## src/rtl/fdd_port_if.sv

```systemverilog
// rtl/fdd_port_if.sv - CPU register-window bus for the floppy drive port
interface fdd_port_if;
  logic       sel;
  logic       wr;
  logic       rd;
  logic [1:0] addr;
  logic [7:0] din;
  logic [7:0] dout;

  modport master (output sel, output wr, output rd, output addr, output din, input dout);
  modport slave  (input sel, input wr, input rd, input addr, input din, output dout);
endinterface

```

## src/rtl/fdd_port.sv

```systemverilog
// rtl/fdd_port.sv - floppy drive select/side/motor port with CPU hold toward the FDC
// Define FDD_PORT_TIMEOUT_EN to bound cpu_hold by HOLD_TIMEOUT ce pulses with a sticky status flag.
module fdd_port #(
  parameter int DRIVES       = 2,
  parameter int HOLD_TIMEOUT = 65535,
  parameter int MOTOR_TIME   = 4000000
) (
  input  logic              clk_sys,
  input  logic              reset,
  input  logic              ce,
  fdd_port_if.slave         bus,
  input  logic              fdc_drq,
  input  logic              fdc_busy,
  input  logic [DRIVES-1:0] drive_rdy,
  output logic              cpu_hold,
  output logic [1:0]        drive,
  output logic              side,
  output logic              ready,
  output logic              motor_on
);

  typedef enum logic {IDLE, HOLD} state_t;

  localparam int MW = (MOTOR_TIME > 1) ? $clog2(MOTOR_TIME + 1) : 1;

  state_t        state, state_nx;
  logic          we, we_q, wr_evt, cmd_evt, release_c;
  logic          timeout, timeout_flag;
  logic [MW-1:0] motor_cnt;
  logic [3:0]    rdy_all;

  assign we        = bus.wr & bus.sel;
  assign wr_evt    = we & ~we_q;
  assign cmd_evt   = wr_evt & (bus.addr == 2'd0);
  assign release_c = fdc_drq | ~fdc_busy;

`ifdef FDD_PORT_TIMEOUT_EN
  localparam int HW = (HOLD_TIMEOUT > 1) ? $clog2(HOLD_TIMEOUT + 1) : 1;

  logic [HW-1:0] hold_cnt;
  logic          stat_rd, stat_rd_q;
  logic          din_unused;

  assign stat_rd    = bus.rd & bus.sel & (bus.addr == 2'd1);
  assign din_unused = ^bus.din[7:2];

  // A fresh addr-0 command restarts the window instead of expiring it.
  assign timeout = (state == HOLD) & ce & ~cmd_evt & ((int'(hold_cnt) + 1) == HOLD_TIMEOUT);

  always_ff @(posedge clk_sys) begin
    if (reset) begin
      hold_cnt <= '0;
    end else if ((state == HOLD) && (state_nx == HOLD)) begin
      if (cmd_evt)
        hold_cnt <= '0;
      else if (ce)
        hold_cnt <= hold_cnt + 1'b1;
    end else begin
      hold_cnt <= '0;
    end
  end

  always_ff @(posedge clk_sys) begin
    if (reset) begin
      stat_rd_q    <= 1'b0;
      timeout_flag <= 1'b0;
    end else begin
      stat_rd_q <= stat_rd;
      if (timeout)
        timeout_flag <= 1'b1;
      else if (stat_rd_q && !stat_rd)
        timeout_flag <= 1'b0;
    end
  end
`else
  logic cfg_unused;

  assign timeout      = 1'b0;
  assign timeout_flag = 1'b0;
  assign cfg_unused   = (HOLD_TIMEOUT == 0) ^ bus.rd ^ (^bus.din[7:2]);
`endif

  always_comb begin
    state_nx = state;
    case (state)
      IDLE:    if (cmd_evt && fdc_busy && !fdc_drq) state_nx = HOLD;
      HOLD:    if (release_c || timeout) state_nx = IDLE;
      default: state_nx = IDLE;
    endcase
  end

  always_ff @(posedge clk_sys) begin
    if (reset) begin
      state <= IDLE;
      we_q  <= 1'b0;
    end else begin
      state <= state_nx;
      we_q  <= we;
    end
  end

  assign cpu_hold = (state == HOLD);

  always_ff @(posedge clk_sys) begin
    if (reset) begin
      drive <= 2'd0;
      side  <= 1'b0;
    end else if (wr_evt) begin
      if (bus.addr == 2'd2)
        side <= bus.din[0];
      else if ((bus.addr == 2'd3) && (int'(bus.din[1:0]) < DRIVES))
        drive <= bus.din[1:0];
    end
  end

  always_ff @(posedge clk_sys) begin
    if (reset)
      motor_cnt <= '0;
    else if (wr_evt || (state == HOLD))
      motor_cnt <= MW'(MOTOR_TIME);
    else if (ce && (motor_cnt != '0))
      motor_cnt <= motor_cnt - 1'b1;
  end

  assign motor_on = (motor_cnt != '0);

  // drive never exceeds DRIVES-1, so padding keeps the index in range for any DRIVES.
  assign rdy_all = 4'(drive_rdy);
  assign ready   = rdy_all[drive];

  always_comb begin
    bus.dout = 8'hFF;
    if (bus.sel && (bus.addr == 2'd1))
      bus.dout = {timeout_flag, motor_on, cpu_hold, side, ready, 1'b0, drive};
  end

endmodule

```

## src/flat_wrapper.sv

```systemverilog
// flat-port wrapper written by rule: the top's interface ports become plain ports
module fdd_port_flat 
#(
  parameter int DRIVES       = 2,
  parameter int HOLD_TIMEOUT = 65535,
  parameter int MOTOR_TIME   = 4000000
)
  (clk_sys, reset, ce, fdc_drq, fdc_busy, drive_rdy, cpu_hold, drive, side, ready, motor_on, bus_sel, bus_wr, bus_rd, bus_addr, bus_din, bus_dout);
  fdd_port_if bus_i ();
  input  logic clk_sys;
  input  logic reset;
  input  logic ce;
  input  logic fdc_drq;
  input  logic fdc_busy;
  input  logic [DRIVES-1:0] drive_rdy;
  output logic cpu_hold;
  output logic [1:0] drive;
  output logic side;
  output logic ready;
  output logic motor_on;
  input wire logic [$bits(bus_i.sel)-1:0] bus_sel;
  input wire logic [$bits(bus_i.wr)-1:0] bus_wr;
  input wire logic [$bits(bus_i.rd)-1:0] bus_rd;
  input wire logic [$bits(bus_i.addr)-1:0] bus_addr;
  input wire logic [$bits(bus_i.din)-1:0] bus_din;
  output wire logic [$bits(bus_i.dout)-1:0] bus_dout;
  assign bus_i.sel = bus_sel;
  assign bus_i.wr = bus_wr;
  assign bus_i.rd = bus_rd;
  assign bus_i.addr = bus_addr;
  assign bus_i.din = bus_din;
  assign bus_dout = bus_i.dout;
  fdd_port #(.DRIVES(DRIVES), .HOLD_TIMEOUT(HOLD_TIMEOUT), .MOTOR_TIME(MOTOR_TIME)) u_core (.clk_sys(clk_sys), .reset(reset), .ce(ce), .bus(bus_i), .fdc_drq(fdc_drq), .fdc_busy(fdc_busy), .drive_rdy(drive_rdy), .cpu_hold(cpu_hold), .drive(drive), .side(side), .ready(ready), .motor_on(motor_on));
endmodule
```

## config.mk

```make
export PLATFORM = sky130hd
export DESIGN_NAME = fdd_port_flat
export DESIGN_NICKNAME = d
export VERILOG_FILES = /design/src/rtl/fdd_port_if.sv /design/src/rtl/fdd_port.sv /design/src/flat_wrapper.sv
export SDC_FILE = /design/constraint.sdc
export NUM_CORES = 1
export LEC_CHECK = 0
export ABC_CLOCK_PERIOD_IN_PS = 2700
export BUFFER_PORTS_ARGS = -buffer_cell sky130_fd_sc_hd__buf_2
export CORE_AREA = 2 2 57 59
export CTS_CLUSTER_SIZE = 20
export DETAILED_ROUTE_END_ITERATION = 10
export DIE_AREA = 0 0 59 61
export PLACE_DENSITY = 0.72
export SYNTH_ARGS = -nofsm -noshare
export SYNTH_HDL_FRONTEND = slang
export SYNTH_SLANG_ARGS = --single-unit
export TNS_END_PERCENT = 50
```

## constraint.sdc

```tcl
create_clock -name clk_sys -period 2.7 [get_ports clk_sys]
set_clock_uncertainty 0.2 [all_clocks]
set_input_delay 0.135 -clock clk_sys [delete_from_list [all_inputs] [get_ports clk_sys]]
set_output_delay 0.135 -clock clk_sys [all_outputs]
set_load 0.05 [all_outputs]
```

==> flow_metrics.env, run 1 <==
export IMPL_rrSetupSlack_ns=0.34
export IMPL_core_area_um2=2953
export IMPL_track_usage=0.1975
export IMPL_crit_end="bus_dout[6]"
export IMPL_crit_start="u_core.motor_cnt[0]$_SDFFE_PP0P_"
export IMPL_reg2regPathDepth=4
export IMPL_arrival_ns=2.19
export IMPL_num_vias=1262
export IMPL_fp_dieArea_um2=3599
export IMPL_cts_tree="yes"
export IMPL_placed_cell_area_um2=1579
export IMPL_worstHoldPathType="primary input to flop"
export IMPL_power_leakage_nw=0.6707
export IMPL_detail_route_antenna_nets=0
export IMPL_drc=0
export IMPL_final_nets=226
export IMPL_drv_slew=0
export IMPL_synth_cells=165
export IMPL_finalPower_w=0.001238
export IMPL_path_clk_slew_ns=0.14
export IMPL_min_period_ns=2.523
export IMPL_critPathRequiredTime_ns=2.37
export IMPL_synthTopCellsByCount="nor2_1, dfxtp_1, nand2_1, xnor2_1, a21oi_1"
export IMPL_r2r_start="u_core.motor_cnt[5]$_SDFFE_PP0P_"
export IMPL_path_cells="inv_1 -> ha_1 -> nor3b_2 -> and4_4 -> nand2_1 -> or2_2 -> buf_2"
export IMPL_synth_area_per_cell_um2=8.599
export IMPL_ios=34
export IMPL_clock_latency_ns=0.32
export IMPL_seqCellArea_um2=540.5
export IMPL_layout_drive_gt1_share=0.2463
export IMPL_min_delay_start="bus_addr[0]"
export IMPL_critPathKind="flop to primary output"
export IMPL_synth_ff_type="dfxtp_1"
export IMPL_max_stage_delay_ns=0.37
export IMPL_rows=20
export IMPL_port_buffers=26
export IMPL_fillers=274
export IMPL_ys_types=42
export IMPL_grt_antenna_before_repair=0
export IMPL_start_util=0.4805
export IMPL_startpoint_type="flop"
export IMPL_grt_pass1_wl_um=5368
export IMPL_status="complete, no violations"
export IMPL_async_flop_share=0
export IMPL_htreeDepth=1
export IMPL_antenna_cells=0
export IMPL_clock_fmax_mhz=396.3
export IMPL_ys_top_cells_by_area="dfxtp_1, nor2_1, xnor2_1"
export IMPL_multi_input_area_um2=842.1
export IMPL_drt_iter0_markers=16
export IMPL_die_h_um=61
export IMPL_period_share=0.9346
export IMPL_cts_buffer_depth=2
export IMPL_wl_per_cell_um=13.36
export IMPL_setup_tns_ns=0
export IMPL_place_hpwl_um=2188
export IMPL_p_per_area_nw_per_um2=715.3
export IMPL_end_kind="primary output"
export IMPL_dieWidth_um=59
export IMPL_synth_edff_count=0
export IMPL_synth_most_common_cell="nor2_1"
export IMPL_synth_top_cell_area_share=0.3810
export IMPL_grt_pass1_vias=1232
export IMPL_area_growth_pct=21.96
export IMPL_viasPerCell=5.347
export IMPL_final_area_um2=1730
export IMPL_r2r_end="u_core.motor_cnt[15]$_SDFFE_PP0P_"
export IMPL_ys_ff_latch=27
export IMPL_slew_headroom=0.5751
export IMPL_grt_overflow_total=0
export IMPL_synth_top_cell_by_area="dfxtp_1"
export IMPL_finalSetupViolCount=0
export IMPL_ys_warn_count=0
export IMPL_cts_made_buffers=3
export IMPL_clock_sinks=27
export IMPL_syn_area_um2=1419
export IMPL_yosysSeqAreaShare=0.3810
export IMPL_cts_setup_buffers=0
export IMPL_worstMarginPinSlew_ns=0.6349
export IMPL_crit_fanout=10
export IMPL_grt_max_degree=17
export IMPL_wirelength_um=3154
export IMPL_root_buffer="clkbuf_4"
export IMPL_peakVddDrop_mv=0.4413
export IMPL_syn_nets=187
export IMPL_maxCapViolCount=0
export IMPL_grt_setup_unrepaired="false"
export IMPL_routabilityCongestion=0.7928
export IMPL_cpMaxStageDelayCell="dfxtp_1"
export IMPL_first_pass_iters=4
export IMPL_final_hold_violation_count=0
## power breakdown
part	leakage (nW)	switching, W	internal [W]	total [W]
combinational	0.435	0.000292	0.000254	0.000546
clock	0.0150	0.000111	0.0000579	0.000169
sequential	0.221	0.0000653	0.000458	0.000523
total	0.671	0.000468	0.000769	0.00124
## worst min-delay path by stage
stage / cells after the start / endpoint
3_3_place_gp: 3 / u_core.we_q$_SDFF_PP0_
4_1_cts: 4 / u_core.side$_SDFFE_PP0P_
3_5_place_dp: 3 / u_core.we_q$_SDFF_PP0_
6_report: 4 / u_core.side$_SDFFE_PP0P_
2_1_floorplan: 1 / u_core.drive[1]$_SDFFE_PP0P_
5_1_grt: 4 / u_core.side$_SDFFE_PP0P_
## sequential cells by signal (all words and copies together) (netlist names)
| register | count |
|---|---|
| u_core.cpu_hold | 1 |
| u_core.drive | 2 |
| u_core.motor_cnt | 22 |
| u_core.side | 1 |
| u_core.we_q | 1 |
## routing by layer
metal,track usage,vias to the layer above,share of wire
li1,-,651,-
met4,0.08442,0,0.015
met3,0.02559,5,0.017
met5,0,-,0
met1,0.2324,590,0.46
met2,0.3603,16,0.51
## through the flow
| stage | instances | setup WS, ns | util | hold slack, ns |
|---|---|---|---|---|
| floorplan | 165 | 0.2201 | - | 0.01115 |
| detailed placement | 221 | 0.2750 | 0.5347 | 0.1710 |
| CTS | 236 | 0.03507 | 0.5818 | 0.005832 |
| finish | 236 | 0.1767 | 0.5860 | 0.01197 |
| global route | 236 | 0.03217 | 0.5860 | 0.01158 |
| global placement | 221 | 0.3472 | 0.5347 | 0.1636 |
## cell usage in the layout, fill, tap and decap left out, types with 3 or more instances in the layout
| cell type | Yosys | routed |
|---|---|---|
| nor2_1 | 29 | 29 |
| dfxtp_1 | 27 | 27 |
| buf_2 | 0 | 26 |
| nand2_1 | 12 | 12 |
| xnor2_1 | 12 | 12 |
| dlygate4sd3_1 | 0 | 10 |
| a21oi_1 | 9 | 9 |
| or2_2 | 7 | 7 |
| nor3_1 | 7 | 6 |
| nand3b_1 | 5 | 5 |
| inv_1 | 4 | 4 |
| mux2i_1 | 3 | 3 |
| or3_1 | 3 | 3 |
| a31oi_1 | 3 | 3 |
| nor3b_1 | 4 | 3 |
| xor2_1 | 3 | 3 |
| clkbuf_4 | 0 | 3 |
| buf_4 | 1 | 3 |
## kinds of logic after synthesis
logic type | share of synthesized area
and+or+nand+nor | 0.3651
adders and majority gates | 0.01763
buffers and inverters | 0.03439
DFF | 0.3810
AOI/OAI and AO/OA | 0.08025
xor gates and xnor gates | 0.09260
muxes | 0.02910
## worst max-delay path, delay by kind of cell, from the launching register on
| kind | cells | cell delay (ns) |
|---|---|---|
| buffers and inverters | 2 | 0.30 |
| flip-flops | 1 | 0.37 |
| adder cells (fa/ha/maj) | 1 | 0.19 |
| AND/OR/NAND/NOR | 4 | 0.99 |
## layout make-up
type / count / share of cell area
clock buffers: 4 / 0.01518
inverters: 4 / 0.008677
multi-input cells: 128 / 0.4866
flip-flops and latches: 27 / 0.3124
well taps: 33 / 0.02386
repair buffers: 40 / 0.1533
## repair_timing
item                                   4_1_cts  5_1_grt
cloned                                       0        0
resized for setup                            2        3
setup endpoints to repair                    1        2
hold buffers                                11        0
endpoints found under the hold margin       12        0
pin swaps                                    0        0
No activity file was read; power rests on OpenSTA's default activity.
==> run 2: changes to the inputs <==
--- a/config.mk
+++ b/config.mk
@@ -7,11 +7,12 @@
 export LEC_CHECK = 0
 export ABC_CLOCK_PERIOD_IN_PS = 2700
 export BUFFER_PORTS_ARGS = -buffer_cell sky130_fd_sc_hd__buf_2
-export CORE_AREA = 2 2 57 59
+export CORE_AREA = 2 2 56 58
 export CTS_CLUSTER_SIZE = 20
 export DETAILED_ROUTE_END_ITERATION = 10
-export DIE_AREA = 0 0 59 61
-export PLACE_DENSITY = 0.72
+export DIE_AREA = 0 0 58 60
+export GPL_TIMING_DRIVEN = 0
+export PLACE_DENSITY = 0.75
 export SYNTH_ARGS = -nofsm -noshare
 export SYNTH_HDL_FRONTEND = slang
 export SYNTH_SLANG_ARGS = --single-unit
==> flow_metrics.env, run 2 (synthesis gave the netlist of run 1 again) <==
export IMPL_multi_input_area_um2=847.1
export IMPL_path_cells="or4_4 -> nor3_2 -> nand2_1 -> or2_2 -> buf_2"
export IMPL_final_hold_violation_count=0
export IMPL_root_buffer="clkbuf_4"
export IMPL_port_buffers=26
export IMPL_rrSetupSlack_ns=0.24
export IMPL_p_sw_frac=0.3928
export IMPL_area_growth_pct=22.31
export IMPL_ios=34
export IMPL_wl_met3_um=144
export IMPL_clock_sinks=27
export IMPL_cpMaxStageDelayCell="or4_4"
export IMPL_grt_setup_unrepaired="false"
export IMPL_final_nets=228
export IMPL_num_vias=1353
export IMPL_critPathRequiredTime_ns=2.37
export IMPL_startpoint_type="flop"
export IMPL_seqCellArea_um2=540.5
export IMPL_min_period_ns=2.553
export IMPL_cts_tree="yes"
export IMPL_htreeDepth=1
export IMPL_clock_latency_ns=0.33
export IMPL_wirelength_met1_um=1307
export IMPL_rows=20
export IMPL_path_clk_slew_ns=0.14
export IMPL_peakVddDrop_mv=0.5943
export IMPL_wl_per_cell_um=14.55
export IMPL_clock_power_share=0.141
export IMPL_arrival_ns=2.22
export IMPL_track_usage=0.2153
export IMPL_p_seq_frac=0.424
export IMPL_drv_slew=0
export IMPL_crit_fanout=5
export IMPL_p_int_w=0.0007557
export IMPL_dieWidth_um=58
export IMPL_worstHoldPathType="primary input to flop"
export IMPL_maxCapViolCount=0
export IMPL_viasPerCell=5.685
export IMPL_finalPower_w=0.001245
export IMPL_period_share=0.9457
export IMPL_cts_buffer_depth=2
export IMPL_critPathKind="flop to primary output"
export IMPL_worstMarginPinSlew_ns=0.6054
export IMPL_layout_drive_gt1_share=0.2488
export IMPL_die_h_um=60
export IMPL_start_util=0.4888
export IMPL_final_cell_mix="nor2_1, dfxtp_1, buf_2"
export IMPL_mostFrequentLayoutCell="nor2_1"
export IMPL_grt_max_degree=15
export IMPL_comb_power_share=0.434
export IMPL_power_leakage_nw=0.6663
export IMPL_end_kind="primary output"
export IMPL_wirelength_um=3463
export IMPL_p_sw_w=0.0004888
export IMPL_slew_headroom=0.5949
export IMPL_cts_made_buffers=3
export IMPL_first_pass_iters=4
export IMPL_drt_iter0_markers=40
export IMPL_clock_fmax_mhz=391.6
export IMPL_grt_pass1_wl_um=5685
export IMPL_status="complete, no violations"
export IMPL_max_stage_delay_ns=0.59
export IMPL_largest_reg_flops=22
export IMPL_routabilityCongestion=0.8429
export IMPL_highest_layer="met4"
export IMPL_cts_setup_buffers=0
export IMPL_place_hpwl_um=2447
export IMPL_p_per_area_nw_per_um2=717.2
export IMPL_antenna_cells=0
export IMPL_top_regs="u_core.motor_cnt x22, u_core.drive x2"
export IMPL_drc=0
export IMPL_fillers=254
export IMPL_core_area_um2=2903
export IMPL_met2WireLength_um=1872
export IMPL_grt_pass1_vias=1308
export IMPL_grt_overflow_total=0
export IMPL_setup_tns_ns=0
export IMPL_fp_dieArea_um2=3480
export IMPL_grt_antenna_before_repair=0
export IMPL_top_register="u_core.motor_cnt"
export IMPL_detail_route_antenna_nets=0
export IMPL_finalSetupViolCount=0
run 2: layout make-up:
| class | instances | share of cell area |
|---|---|---|
| clock buffers | 4 | 0.01514 |
| inverters | 4 | 0.008652 |
| well taps | 33 | 0.02379 |
| multi-input cells | 128 | 0.4881 |
| repair buffers | 36 | 0.1327 |
| plain buffers | 6 | 0.02019 |
| flip-flops and latches | 27 | 0.3115 |
run 2: critical path: cells and delay by family, from the launching register on:
kind	cells	cell delay, ns
DFF	1	0.37
buffers and inverters	1	0.21
and+or+nand+nor	4	1.31
run 2: per-stage QoR:
step / cells / hold WS (ns) / area (um^2) / utilization / setup slack (ns)
floorplan: 165 / 0.01115 / 1419 / - / 0.2201
global placement: 224 / 0.1482 / 1590 / 0.5478 / 0.2278
detailed placement: 224 / 0.1529 / 1590 / 0.5478 / 0.1808
CTS: 238 / 0.05594 / 1722 / 0.5931 / 0.1036
global route: 238 / 0.09906 / 1735 / 0.5978 / 0.06377
finish: 238 / 0.05164 / 1735 / 0.5978 / 0.1466
run 2: what timing repair did:
action | CTS | global route
gates resized for setup | 1 | 4
hold endpoints to repair | 5 | 0
endpoints found under the setup margin | 1 | 3
hold buffers | 10 | 0
run 2: metal layers:
metal | up-vias | track usage
li1 | 651 | -
met2 | 43 | 0.4156
met3 | 16 | 0.01948
met5 | - | 0
met4 | 0 | 0.1130
met1 | 643 | 0.2306
run 2: power groups by stage:
stage / Sequential (W) / Clock (W) / Combinational (W)
floorplan: 0.000518 / 0 / 0.000417
global placement: 0.000527 / 0 / 0.000491
detailed placement: 0.000531 / 0 / 0.000513
CTS: 0.000523 / 0.000177 / 0.000529
global route: 0.000536 / 0.000191 / 0.000589
finish: 0.000528 / 0.000176 / 0.000541
run 2: final timing paths:
check / start / endpoint / depth (start not counted)
worst max-delay path: u_core.motor_cnt[5]$_SDFFE_PP0P_ / bus_dout[6] / 5
worst min-delay path: ce / u_core.motor_cnt[3]$_SDFFE_PP0P_ / 5
worst min register to register: u_core.motor_cnt[20]$_SDFFE_PP0P_ / u_core.motor_cnt[20]$_SDFFE_PP0P_ / 2
worst max register to register: u_core.motor_cnt[5]$_SDFFE_PP0P_ / u_core.motor_cnt[17]$_SDFFE_PP0P_ / 6
==> run 3: changes to the inputs <==
--- a/config.mk
+++ b/config.mk
@@ -7,10 +7,10 @@
 export LEC_CHECK = 0
 export ABC_CLOCK_PERIOD_IN_PS = 2700
 export BUFFER_PORTS_ARGS = -buffer_cell sky130_fd_sc_hd__buf_2
-export CORE_AREA = 2 2 56 58
+export CORE_AREA = 3 3 57 59
 export CTS_CLUSTER_SIZE = 20
 export DETAILED_ROUTE_END_ITERATION = 10
-export DIE_AREA = 0 0 58 60
+export DIE_AREA = 0 0 60 62
 export GPL_TIMING_DRIVEN = 0
 export PLACE_DENSITY = 0.75
 export SYNTH_ARGS = -nofsm -noshare
==> flow_metrics.env, run 3 (synthesis gave the netlist of run 1 again) <==
export IMPL_grt_antenna_before_repair=0
export IMPL_seqCellArea_um2=540.5
export IMPL_worstMarginPinSlew_ns=0.6313
export IMPL_drc=0
export IMPL_wl_per_cell_um=13.93
export IMPL_antenna_cells=0
export IMPL_p_sw_w=0.0004755
export IMPL_final_cell_mix="nor2_1, dfxtp_1, buf_2"
export IMPL_grt_pass1_wl_um=5409
export IMPL_comb_power_share=0.430
export IMPL_peakVddDrop_mv=0.5168
export IMPL_arrival_ns=2.26
export IMPL_wirelength_um=3232
export IMPL_ios=34
export IMPL_path_clk_slew_ns=0.14
export IMPL_dieWidth_um=60
export IMPL_fp_dieArea_um2=3720
export IMPL_crit_fanout=5
export IMPL_clock_latency_ns=0.32
export IMPL_clock_fmax_mhz=385.9
export IMPL_status="complete, no violations"
export IMPL_cts_buffer_depth=2
export IMPL_min_period_ns=2.592
export IMPL_clock_power_share=0.140
export IMPL_root_buffer="clkbuf_4"
export IMPL_port_buffers=26
export IMPL_first_pass_iters=4
export IMPL_end_kind="primary output"
export IMPL_startpoint_type="flop"
export IMPL_grt_overflow_total=0
export IMPL_largest_reg_flops=22
export IMPL_final_nets=224
export IMPL_routabilityCongestion=0.8676
export IMPL_clock_sinks=27
export IMPL_critPathKind="flop to primary output"
export IMPL_placed_cell_area_um2=1588
export IMPL_cts_made_buffers=3
export IMPL_p_seq_frac=0.430
export IMPL_final_area_um2=1687
export IMPL_slew_headroom=0.5776
export IMPL_core_area_um2=2758
export IMPL_track_usage=0.1937
export IMPL_top_register="u_core.motor_cnt"
export IMPL_detail_route_antenna_nets=0
export IMPL_viasPerCell=5.526
export IMPL_htreeDepth=1
export IMPL_multi_input_area_um2=840.8
export IMPL_cts_setup_buffers=0
export IMPL_num_vias=1282
export IMPL_mostFrequentLayoutCell="nor2_1"
export IMPL_finalCoreUtilization=0.6116
export IMPL_layout_drive_gt1_share=0.2488
export IMPL_maxCapViolCount=0
export IMPL_p_per_area_nw_per_um2=726.6
export IMPL_p_int_w=0.0007499
export IMPL_fin_hold_ws_ns=0.003405
export IMPL_worstHoldPathType="primary input to flop"
export IMPL_cts_tree="yes"
export IMPL_finalPower_w=0.001225
export IMPL_final_hold_violation_count=0
export IMPL_area_growth_pct=18.87
export IMPL_place_hpwl_um=2452
export IMPL_power_leakage_nw=0.6518
export IMPL_drt_iter0_markers=31
export IMPL_grt_max_degree=15
export IMPL_finalSetupViolCount=0
export IMPL_fillers=260
export IMPL_grt_pass1_vias=1212
export IMPL_drv_slew=0
export IMPL_start_util=0.5145
export IMPL_top_regs="u_core.motor_cnt x22, u_core.drive x2"
export IMPL_rows=19
export IMPL_p_sw_frac=0.3880
export IMPL_period_share=0.9598
export IMPL_die_h_um=62
export IMPL_critPathRequiredTime_ns=2.37
[run 3: metal layers]
layer	track usage	share of wire
met4	0.09494	0.015
met1	0.2377	0.46
met5	0	0
met3	0.02066	0.013
met2	0.3380	0.51
[run 3: critical path, cell delays in order (launching register included)]
cell and delay (ns):
dfxtp_1 0.37, or4_4 0.59, nor3_2 0.29, nand2_1 0.17, or2_2 0.30, buf_2 0.21
[run 3: per-stage QoR]
stage,setup WS [ns],cells,setup TNS (ns)
after global routing,-0.003407,232,-0.003407
after global placement,0.2175,222,0
after floorplan,0.2201,165,0
final,0.1085,232,0
after detailed placement,0.1951,222,0
after CTS,0.09068,232,0
[run 3: final cells by class]
cell class	instances	share of cell area
Buffer	6	0.02077
Tap cell	31	0.02300
Timing Repair Buffer	32	0.1128
Inverter	4	0.008902
Multi-Input combinational cell	128	0.4985
Sequential cell	27	0.3205
Clock buffer	4	0.01558
[run 3: final timing paths]
kind,slack (ns),to,cells past startpoint,start
max reg2reg,0.25,u_core.motor_cnt[15]$_SDFFE_PP0P_,5,u_core.motor_cnt[5]$_SDFFE_PP0P_
max,0.11,bus_dout[6],5,u_core.motor_cnt[5]$_SDFFE_PP0P_
min reg2reg,0.30,u_core.motor_cnt[20]$_SDFFE_PP0P_,2,u_core.motor_cnt[20]$_SDFFE_PP0P_
min,0.003,u_core.side$_SDFFE_PP0P_,4,bus_addr[0]
[run 3: what timing repair did]
item                                    4_1_cts  5_1_grt
pin swaps                                     0        0
endpoints found under the hold margin         5        0
hold buffers                                  6        0
resized for setup                             1        3
endpoints found under the setup margin        1        3
cloned                                        0        0
[run 3: power by group through the flow]
stage | Sequential (W) | Combinational, W | Clock, W
after detailed placement | 0.000533 | 0.000510 | 0
after floorplan | 0.000518 | 0.000417 | 0
after CTS | 0.000525 | 0.000521 | 0.000179
after global placement | 0.000527 | 0.000492 | 0
final | 0.000526 | 0.000527 | 0.000172
after global routing | 0.000535 | 0.000582 | 0.000198
